**config.mk**
```make
export PLATFORM = sky130hd
export DESIGN_NAME = vga_rx_ctrl
export DESIGN_NICKNAME = d
export VERILOG_FILES = /design/src/rtl/vga_rx_ctrl.sv
export SDC_FILE = /design/constraint.sdc
export NUM_CORES = 1
export LEC_CHECK = 0
export CELL_PAD_IN_SITES_DETAIL_PLACEMENT = 1
export CELL_PAD_IN_SITES_GLOBAL_PLACEMENT = 2
export CORE_AREA = 2 2 120 122
export CTS_CLUSTER_DIAMETER = 40
export DETAILED_ROUTE_END_ITERATION = 16
export DIE_AREA = 0 0 122 124
export HOLD_SLACK_MARGIN = 0.03
export PLACE_DENSITY = 0.87
export SYNTH_ARGS = -nofsm -noshare
export SYNTH_HDL_FRONTEND = slang
export SYNTH_SLANG_ARGS = --single-unit
export TNS_END_PERCENT = 1
```
**constraint.sdc**
```tcl
create_clock -name vga_clk -period 3.8 [get_ports vga_clk]
set_clock_uncertainty 0.2 [all_clocks]
set_input_delay 0.57 -clock vga_clk [delete_from_list [all_inputs] [get_ports vga_clk]]
set_output_delay 0.57 -clock vga_clk [all_outputs]
set_load 0.01 [all_outputs]
```
**src/rtl/vga_rx_ctrl.sv**
```systemverilog
// VGA receive front end: recovers pixel coordinates from hsync/vsync, checks line/frame timing and locks.
// Latency 2 vga_clk edges input to output; no backpressure, the pixel stream is free-running.
module vga_rx_ctrl #(
    parameter int H_TOTAL     = 800,
    parameter int V_TOTAL     = 525,
    parameter int H_START     = 144,
    parameter int V_START     = 35,
    parameter int H_VALID     = 640,
    parameter int V_VALID     = 480,
    parameter int LOCK_FRAMES = 2
) (
    input  logic        vga_clk,
    input  logic        sys_rst_n,
    input  logic [15:0] rgb,
    input  logic        hsync,
    input  logic        vsync,
    output logic [15:0] pix_data,
    output logic [9:0]  pix_x,
    output logic [9:0]  pix_y,
    output logic        pix_valid,
    output logic        frame_start,
    output logic        locked,
    output logic [7:0]  err_cnt
);

    localparam logic [9:0]  CNT_MAX = 10'h3FF;
    localparam logic [10:0] H_TOT   = 11'(H_TOTAL);
    localparam logic [10:0] V_TOT   = 11'(V_TOTAL);
    localparam logic [10:0] H_LO    = 11'(H_START);
    localparam logic [10:0] H_HI    = 11'(H_START + H_VALID);
    localparam logic [10:0] V_LO    = 11'(V_START);
    localparam logic [10:0] V_HI    = 11'(V_START + V_VALID);
    localparam logic [9:0]  H_OFF   = 10'(H_START);
    localparam logic [9:0]  V_OFF   = 10'(V_START);
    localparam logic [7:0]  LOCK_N  = 8'(LOCK_FRAMES);

    typedef enum logic [1:0] {SEARCH, CHECK, LOCK} state_t;

    state_t      state;
    logic [7:0]  good_cnt;
    logic [15:0] rgb_s;
    logic        hs_s, vs_s, hs_d, vs_d;
    logic        hs_rise, vs_rise;
    logic [9:0]  pos_prev, line_prev;
    logic [9:0]  pos_cur, line_cur;
    logic        line_bad, frame_bad, pos_sat_evt, line_sat_evt, viol;
    logic        lock_ok, h_act, v_act, act;

    always_ff @(posedge vga_clk or negedge sys_rst_n) begin
        if (!sys_rst_n) begin
            rgb_s <= '0;
            hs_s  <= 1'b0;
            vs_s  <= 1'b0;
            hs_d  <= 1'b0;
            vs_d  <= 1'b0;
        end else begin
            rgb_s <= rgb;
            hs_s  <= hsync;
            vs_s  <= vsync;
            hs_d  <= hs_s;
            vs_d  <= vs_s;
        end
    end

    assign hs_rise = hs_s & ~hs_d;
    assign vs_rise = vs_s & ~vs_d;

    // pos_cur/line_cur are the coordinates of the sample currently held in rgb_s
    always_comb begin
        pos_cur  = (pos_prev == CNT_MAX) ? CNT_MAX : pos_prev + 10'd1;
        line_cur = line_prev;
        if (hs_rise) begin
            pos_cur = '0;
            if (line_prev != CNT_MAX)
                line_cur = line_prev + 10'd1;
        end
        if (vs_rise)
            line_cur = '0;
    end

    // Saturation is flagged only on the cycle a counter first hits the ceiling
    assign line_bad     = hs_rise && (({1'b0, pos_prev} + 11'd1) != H_TOT);
    assign frame_bad    = vs_rise && (({1'b0, line_prev} + 11'd1) != V_TOT);
    assign pos_sat_evt  = (pos_cur == CNT_MAX) && (pos_prev != CNT_MAX);
    assign line_sat_evt = (line_cur == CNT_MAX) && (line_prev != CNT_MAX);
    assign viol         = line_bad | frame_bad | pos_sat_evt | line_sat_evt;

    always_ff @(posedge vga_clk or negedge sys_rst_n) begin
        if (!sys_rst_n) begin
            pos_prev  <= '0;
            line_prev <= '0;
        end else begin
            pos_prev  <= pos_cur;
            line_prev <= line_cur;
        end
    end

    always_ff @(posedge vga_clk or negedge sys_rst_n) begin
        if (!sys_rst_n) begin
            state    <= SEARCH;
            good_cnt <= '0;
            locked   <= 1'b0;
            err_cnt  <= '0;
        end else begin
            case (state)
                // Any vsync rise starts a check, even one that breaks the frame length
                SEARCH: begin
                    if (vs_rise) begin
                        state    <= CHECK;
                        good_cnt <= '0;
                    end
                end
                CHECK: begin
                    if (viol) begin
                        state <= SEARCH;
                        if (err_cnt != 8'hFF)
                            err_cnt <= err_cnt + 8'd1;
                    end else if (vs_rise) begin
                        good_cnt <= good_cnt + 8'd1;
                        if ((good_cnt + 8'd1) >= LOCK_N) begin
                            state  <= LOCK;
                            locked <= 1'b1;
                        end
                    end
                end
                LOCK: begin
                    if (viol) begin
                        state  <= SEARCH;
                        locked <= 1'b0;
                        if (err_cnt != 8'hFF)
                            err_cnt <= err_cnt + 8'd1;
                    end
                end
                default: begin
                    state  <= SEARCH;
                    locked <= 1'b0;
                end
            endcase
        end
    end

    // A violating sample is dropped so nothing leaks out of a broken frame
    assign lock_ok = (state == LOCK) && !viol;
    assign h_act   = ({1'b0, pos_cur} >= H_LO) && ({1'b0, pos_cur} < H_HI);
    assign v_act   = ({1'b0, line_cur} >= V_LO) && ({1'b0, line_cur} < V_HI);
    assign act     = lock_ok && h_act && v_act;

    always_ff @(posedge vga_clk or negedge sys_rst_n) begin
        if (!sys_rst_n) begin
            pix_data    <= '0;
            pix_x       <= CNT_MAX;
            pix_y       <= CNT_MAX;
            pix_valid   <= 1'b0;
            frame_start <= 1'b0;
        end else begin
            pix_valid   <= act;
            pix_data    <= act ? rgb_s : 16'h0000;
            pix_x       <= act ? (pos_cur - H_OFF) : CNT_MAX;
            pix_y       <= act ? (line_cur - V_OFF) : CNT_MAX;
            frame_start <= act && (pos_cur == H_OFF) && (line_cur == V_OFF);
        end
    end

endmodule

```
==> results of run 1 <==
[metrics by stage]
stage	worst slack (ns)	cell area, µm²
after floorplan	0.5533	4780
after global placement	0.2131	5678
after detailed placement	0.08833	5678
after CTS	0.03633	5954
after global routing	0.02637	5998
final	0.3192	5998
[layout make-up]
class                   instances  area [µm²]
fillers                      1545        7721
flip-flops and latches         97        2454
multi-input cells             310        2155
repair buffers                 87       828.3
clock buffers                  11       232.7
well taps                     180       225.2
inverters                      16       60.06
clock inverters                 5       43.79
[worst max-delay path by stage]
stage / slack [ns] / end / from
6_report: 0.32 / good_cnt[1] / line_prev[0]
5_1_grt: 0.03 / pix_y[5] / pos_prev[0]
4_1_cts: 0.04 / pix_y[5] / pos_prev[0]
3_5_place_dp: 0.09 / err_cnt[1] / line_prev[0]
3_3_place_gp: 0.21 / err_cnt[1] / line_prev[0]
2_1_floorplan: 0.55 / err_cnt[2] / pos_prev[0]
[timing repair]
| item | 4_1_cts | 5_1_grt |
|---|---|---|
| setup buffers | 0 | 1 |
| resized for setup | 0 | 9 |
| setup endpoints to repair | 0 | 52 |
[logic make-up (layout without fill, tap and decap cells)]
family,Yosys count,count (layout),synth area share [%]
mux,8,8,1.806
simple gates,190,190,22.57
buf+inv,42,119,4.529
fa+ha+maj,13,13,3.403
xor+xnor,20,20,3.665
flops,97,97,51.31
compound gates,79,79,12.72
[registers in the layout (all words and copies together), names as in the netlist, 2 cells and up]
signal / count
err_cnt: 8
rgb_s: 16
pix_data: 16
pix_x: 10
good_cnt: 8
pix_y: 10
pos_prev: 10
line_prev: 10
state: 2
[cells in the final DEF, fill, tap and decap left out, drive strengths merged, types with 16 or more instances in the layout]
cell / count
dfrtp: 77
clkdlybuf4s50: 65
nand2: 42
nand3: 25
buf: 22
inv: 21
dfstp: 20
and2: 20
nor2: 19
and3: 17
nand4: 16
a21oi: 16
[routing by layer]
metal / global-route usage, % / vias up / wire (µm) / share of wire [%]
met2: 30.06 / 96 / 6327 / 50
met5: 0 / - / 0 / 0
li1: - / 1752 / - / -
met3: 5.357 / 23 / 678 / 5.4
met4: 6.322 / 0 / 238 / 1.9
met1: 21.76 / 1893 / 5342 / 42
[power groups by stage]
stage               logic (mW)  registers [mW]  clock network, mW
detailed placement       0.502            1.23                  0
finish                   0.504            1.21              0.873
floorplan                0.316            1.19                  0
global route             0.568            1.22              0.942
CTS                      0.506            1.21              0.895
global placement         0.487            1.22                  0
==> flow_metrics.tcl, run 1 <==
set metrics [dict create \
    outcome "finished, final reports clean" \
    clock_latency_ns 0.36 \
    async_flop_share_pct 100.0 \
    total_power_mw 2.583 \
    cp_slowest_stage_delay_ns 0.52 \
    rrSetupSlack_ns 0.32 \
    synthFlopType "dfrtp_1" \
    drc 0 \
    grt_pass1_wl_um 20620 \
    drv_slew 0 \
    syn_area_per_cell_um2 10.64 \
    r2r_end "good_cnt[1]" \
    p_int_mw 1.791 \
    synth_most_common_cell "dfrtp_1" \
    crit_family "simple AND/OR/NAND/NOR gates" \
    cp_num_cells 10 \
    vdd_drop_max_mv 0.3412 \
    core-area_um2 13720 \
    ys_ff_latch 97 \
    drive_above_1_share_pct 15.78 \
    cts-root-buf "clkbuf_16" \
    p_leak_nw 2.593 \
    syn_area_um2 4780 \
    grt.total_usage_pct 17.84 \
    vias_per_cell 5.331 \
    relSlewSlack_pct 47.11 \
    wl_per_cell_um 17.83 \
    min_path_type "in2async" \
    critPathRequiredTime_ns 3.83 \
    cts_hold_buf 0 \
    critPathKind "reg2reg" \
    tritoncts "yes" \
    die_height_um 124 \
    setup-violations-final 0 \
    grt_pass1_vias 3873 \
    instances_no_fill 706 \
    switchingPower_uw 791.8 \
    place_hpwl_um 8964 \
    path_buf_inv 2 \
    first_pass_iters 5 \
    synth.top_cell.area_share_pct 40.31 \
    globalRouteOverflowTotal 0 \
    ant_nets 0 \
    endpoint_kind "flop" \
    dr.first_iter.drc_count 166 \
    reg2reg_from "line_prev[0]" \
    rows 43 \
    utilization_pct 43.72 \
    routed_wirelength_um 12590 \
    clk_path_buf_depth 2 \
    pin_count 67 \
    path_max_fanout 16 \
    post-place-cells 689 \
    yosysWarnings 0 \
    yosysSeqAreaShare_pct 51.31 \
    finalHoldWorstSlack_ns 0.08294 \
    worstPathArrival_ns 3.51 \
    hold_viol 0 \
    finalCritPeriodShare_pct 91.60 \
    synthToLayoutAreaGrowth_pct 25.50 \
    clkSlewWorstSetupHoldPaths_ns 0.06 \
    die_area_um2 15130 \
    tightest_slew_ns 0.7933 \
    initial_core_util_pct 34.84 \
    path_cells "ha_2 -> inv_1 -> a2111oi_4 -> mux2i_4 -> nand4_1 -> or4_4 -> nand3_2 -> buf_4 -> mux2i_1 -> o21ai_0" \
    vias 3764 \
    yosysTopAreaCell "dfrtp_1" \
    startpoint_type "flop" \
    gp_congestion 0.8661 \
    die_x_um 122 \
    rsz0062_at_grt "no" \
    cp_slowest_cell "or4_4" \
    reg2regPathDepth 10 \
    cap_violations 0 \
    p_clk_share_pct 33.8 \
    syn_inst 449 \
    ys_types 71 \
    synth_edf_count 0 \
    comb_power_share_pct 19.5 \
    min_period_ns 3.481 \
    cts_buffers 9 \
    setup_tns_ns 0 \
    cellPowerDensity_nw_per_um2 430.7 \
    final_nets 554 \
    p_sw_share_pct 30.65 \
    ys_top_cells_by_count "77 x dfrtp_1, 42 x nand2_1, 24 x nand3_1" \
    antenna_found_initial 0 \
    pwr-share-seq_pct 46.7 \
    yosys-top-cells-area "dfrtp_1 40%, dfstp_2 11%, ha_1 3.4%" \
    num_antenna_cells 0 \
    fmax_mhz 287.3 \
    syn_nets 482 \
    clkSinkCount 97 \
    grt_max_degree 63 \
    htree_levels 3 \
    io_buffer_count 66 \
]
Power figures use the tool's default switching activity.
==> run 2: changes to the inputs <==
--- a/config.mk
+++ b/config.mk
@@ -5,12 +5,13 @@
 export SDC_FILE = /design/constraint.sdc
 export NUM_CORES = 1
 export LEC_CHECK = 0
+export ABC_AREA = 1
 export CELL_PAD_IN_SITES_DETAIL_PLACEMENT = 1
 export CELL_PAD_IN_SITES_GLOBAL_PLACEMENT = 2
-export CORE_AREA = 2 2 120 122
+export CORE_AREA = 2 2 126 128
 export CTS_CLUSTER_DIAMETER = 40
 export DETAILED_ROUTE_END_ITERATION = 16
-export DIE_AREA = 0 0 122 124
+export DIE_AREA = 0 0 128 130
 export HOLD_SLACK_MARGIN = 0.03
 export PLACE_DENSITY = 0.87
 export SYNTH_ARGS = -nofsm -noshare
==> flow_metrics.tcl, run 2 <==
set metrics [dict create \
    outcome "finished, final reports clean" \
    final_nets 684 \
    drc 0 \
    clock_latency_ns 0.35 \
    grt.total_usage_pct 15.75 \
    vdd_drop_max_mv 0.3040 \
    clk_path_buf_depth 2 \
    instances_no_fill 848 \
    cpMostUsedCell "nand2_1" \
    setup_tns_ns 0 \
    tritoncts "yes" \
    syn_inst 582 \
    top_regs "pix_data (16), rgb_s (16)" \
    drv_slew 0 \
    synth.top_cell.area_share_pct 39.06 \
    setup-violations-final 0 \
    vias_per_cell 4.572 \
    p_leak_nw 2.886 \
    cts-root-buf "clkbuf_16" \
    die_area_um2 16640 \
    ant_nets 0 \
    clkSlewWorstSetupHoldPaths_ns 0.07 \
    crit_family "simple AND/OR/NAND/NOR gates" \
    critPathKind "reg2reg" \
    ys_types 36 \
    synth_most_common_cell "nand2_1" \
    utilization_pct 39.32 \
    final_common_cell "nand2_1" \
    yosysTopAreaCell "dfrtp_1" \
    fill_cells 1823 \
    synth_edf_count 0 \
    rsz0062_at_grt "no" \
    hold_viol 0 \
    rows 46 \
    htree_levels 3 \
    antenna_found_initial 0 \
    dr.first_iter.drc_count 109 \
    endpoint_kind "flop" \
    synthToLayoutAreaGrowth_pct 22.93 \
    synthFlopType "dfrtp_1" \
    grt_pass1_vias 4228 \
    critPathRequiredTime_ns 3.85 \
    io_buffer_count 66 \
    cts_hold_buf 0 \
    ys_top_cells_by_count "175 x nand2_1, 85 x inv_1, 77 x dfrtp_1" \
    cts_buffers 9 \
    gp_congestion 0.8772 \
    grt_max_degree 82 \
    vias 3877 \
    cts_setup_buffers 0 \
    path_buf_inv 2 \
    tightest_slew_ns 1.034 \
    yosysSeqAreaShare_pct 49.71 \
    yosysWarnings 0 \
    die_x_um 128 \
    clkSinkCount 97 \
    place_hpwl_um 9377 \
    globalRouteOverflowTotal 0 \
    rrSetupSlack_ns 0.37 \
    async_flop_share_pct 100.0 \
    cts_resized 0 \
    min_path_type "in2async" \
    path_cells "ha_1 -> nand2_2 -> nor2_4 -> nand3_4 -> nand2_4 -> o21ai_0 -> a21oi_1 -> ha_1 -> inv_1 -> nand2_1 -> nor2_1 -> inv_2 -> nand2_1 -> nand2_2 -> nand4_4 -> nor2_4 -> nand2_1" \
    layout.area.seq_um2 2452 \
    setup_ws_ns 0.3747 \
    grt_pass1_wl_um 20710 \
    total_power_mw 2.775 \
    yosys-top-cells-area "dfrtp_1 39%, nand2_1 13%, dfstp_2 11%" \
    core-area_um2 15420 \
    path_max_fanout 21 \
    finalCritPeriodShare_pct 90.14 \
    routed_wirelength_um 12300 \
    cellPowerDensity_nw_per_um2 457.6 \
    syn_area_um2 4933 \
    ys_ff_latch 97 \
    first_pass_iters 5 \
    cap_violations 0 \
    cp_slowest_stage_delay_ns 0.54 \
    relSlewSlack_pct 31.04 \
    fmax_mhz 291.9 \
    wl_per_cell_um 14.51 \
    initial_core_util_pct 31.98 \
    syn_nets 615 \
    drive_above_1_share_pct 13.57 \
    post-place-cells 832 \
    min_period_ns 3.425 \
    cp_slowest_cell "nor2_4" \
    syn_area_per_cell_um2 8.477 \
    dp_slack_ns 0.3654 \
    num_antenna_cells 0 \
    die_height_um 130 \
    multi_input_area_um2 2054 \
    most-common-layout-cells "175 x nand2_1, 85 x inv_1, 77 x dfrtp_1" \
    startpoint_type "flop" \
    worstPathArrival_ns 3.48 \
    pin_count 67 \
]
## run 2: cell count changes after synthesis, moves of 7 or more
cell,before,now
nand2b_1,11,0
o21ai_1,1,10
inv_1,16,85
and3_1,17,0
nand2_1,42,175
and2_1,20,0
nand4_1,16,9
nand2_2,0,7
nor2_1,19,44
nand3_1,24,34
clkbuf_1,9,1
nor3_2,3,10
## run 2: layout make-up
class	instances	area share [%]
clock buffer	9	3.714
clock inverter	7	1.217
inverter	90	5.570
multi-input combinational	384	33.88
sequential	97	40.44
tap	192	3.961
timing repair buffer	69	11.22
## run 2: metrics by stage
step	instance area, µm²	hold slack, ns
2_1_floorplan	4933	0.07441
6_report	6065	0.1695
3_5_place_dp	5766	0.1675
3_3_place_gp	5766	0.1643
5_1_grt	6065	0.2000
4_1_cts	6065	0.1851
## run 2: worst register-to-register path, delay by kind of cell, from the launching register on
kind | cells | cell delay, ns
AND/OR/NAND/NOR | 11 | 1.82
adder cells (fa/ha/maj) | 2 | 0.44
flip-flops | 1 | 0.39
AO/OA/AOI/OAI | 2 | 0.37
buffers and inverters | 2 | 0.12
## run 2: cells by family (layout without fill, tap and decap cells)
logic type	Yosys count	count (layout)	synth area share, %
DFF	97	97	49.71
adders and majority gates	13	13	3.297
and+or+nand+nor	315	315	30.41
buffers and inverters	101	175	8.648
xor gates and xnor gates	19	19	3.525
AOI/OAI and AO/OA	37	37	4.413
## run 2: report_power, final
group	internal [mW]	switching, mW	total, mW
Sequential	1.11	0.0915	1.20
Clock	0.465	0.435	0.899
Combinational	0.246	0.426	0.672
## run 2: routing by layer
| layer | GRT usage, % | wire length, µm | vias up |
|---|---|---|---|
| met3 | 4.387 | 475 | 12 |
| met2 | 28.03 | 6477 | 55 |
| met4 | 4.202 | 142 | 0 |
| met5 | 0 | 0 | - |
| li1 | - | - | 1926 |
| met1 | 18.85 | 5205 | 1884 |
## run 2: worst paths after layout
check,start,end,depth (start not counted)
worst max-delay path,line_prev[1],pix_x[8],17
worst min-delay path,sys_rst_n,good_cnt[2],1
worst max register to register,line_prev[1],pix_x[8],17
worst min register to register,hs_s,hs_d,0
max in group asynchronous,sys_rst_n,pix_x[4],2
min in group vga_clk,hs_s,hs_d,0
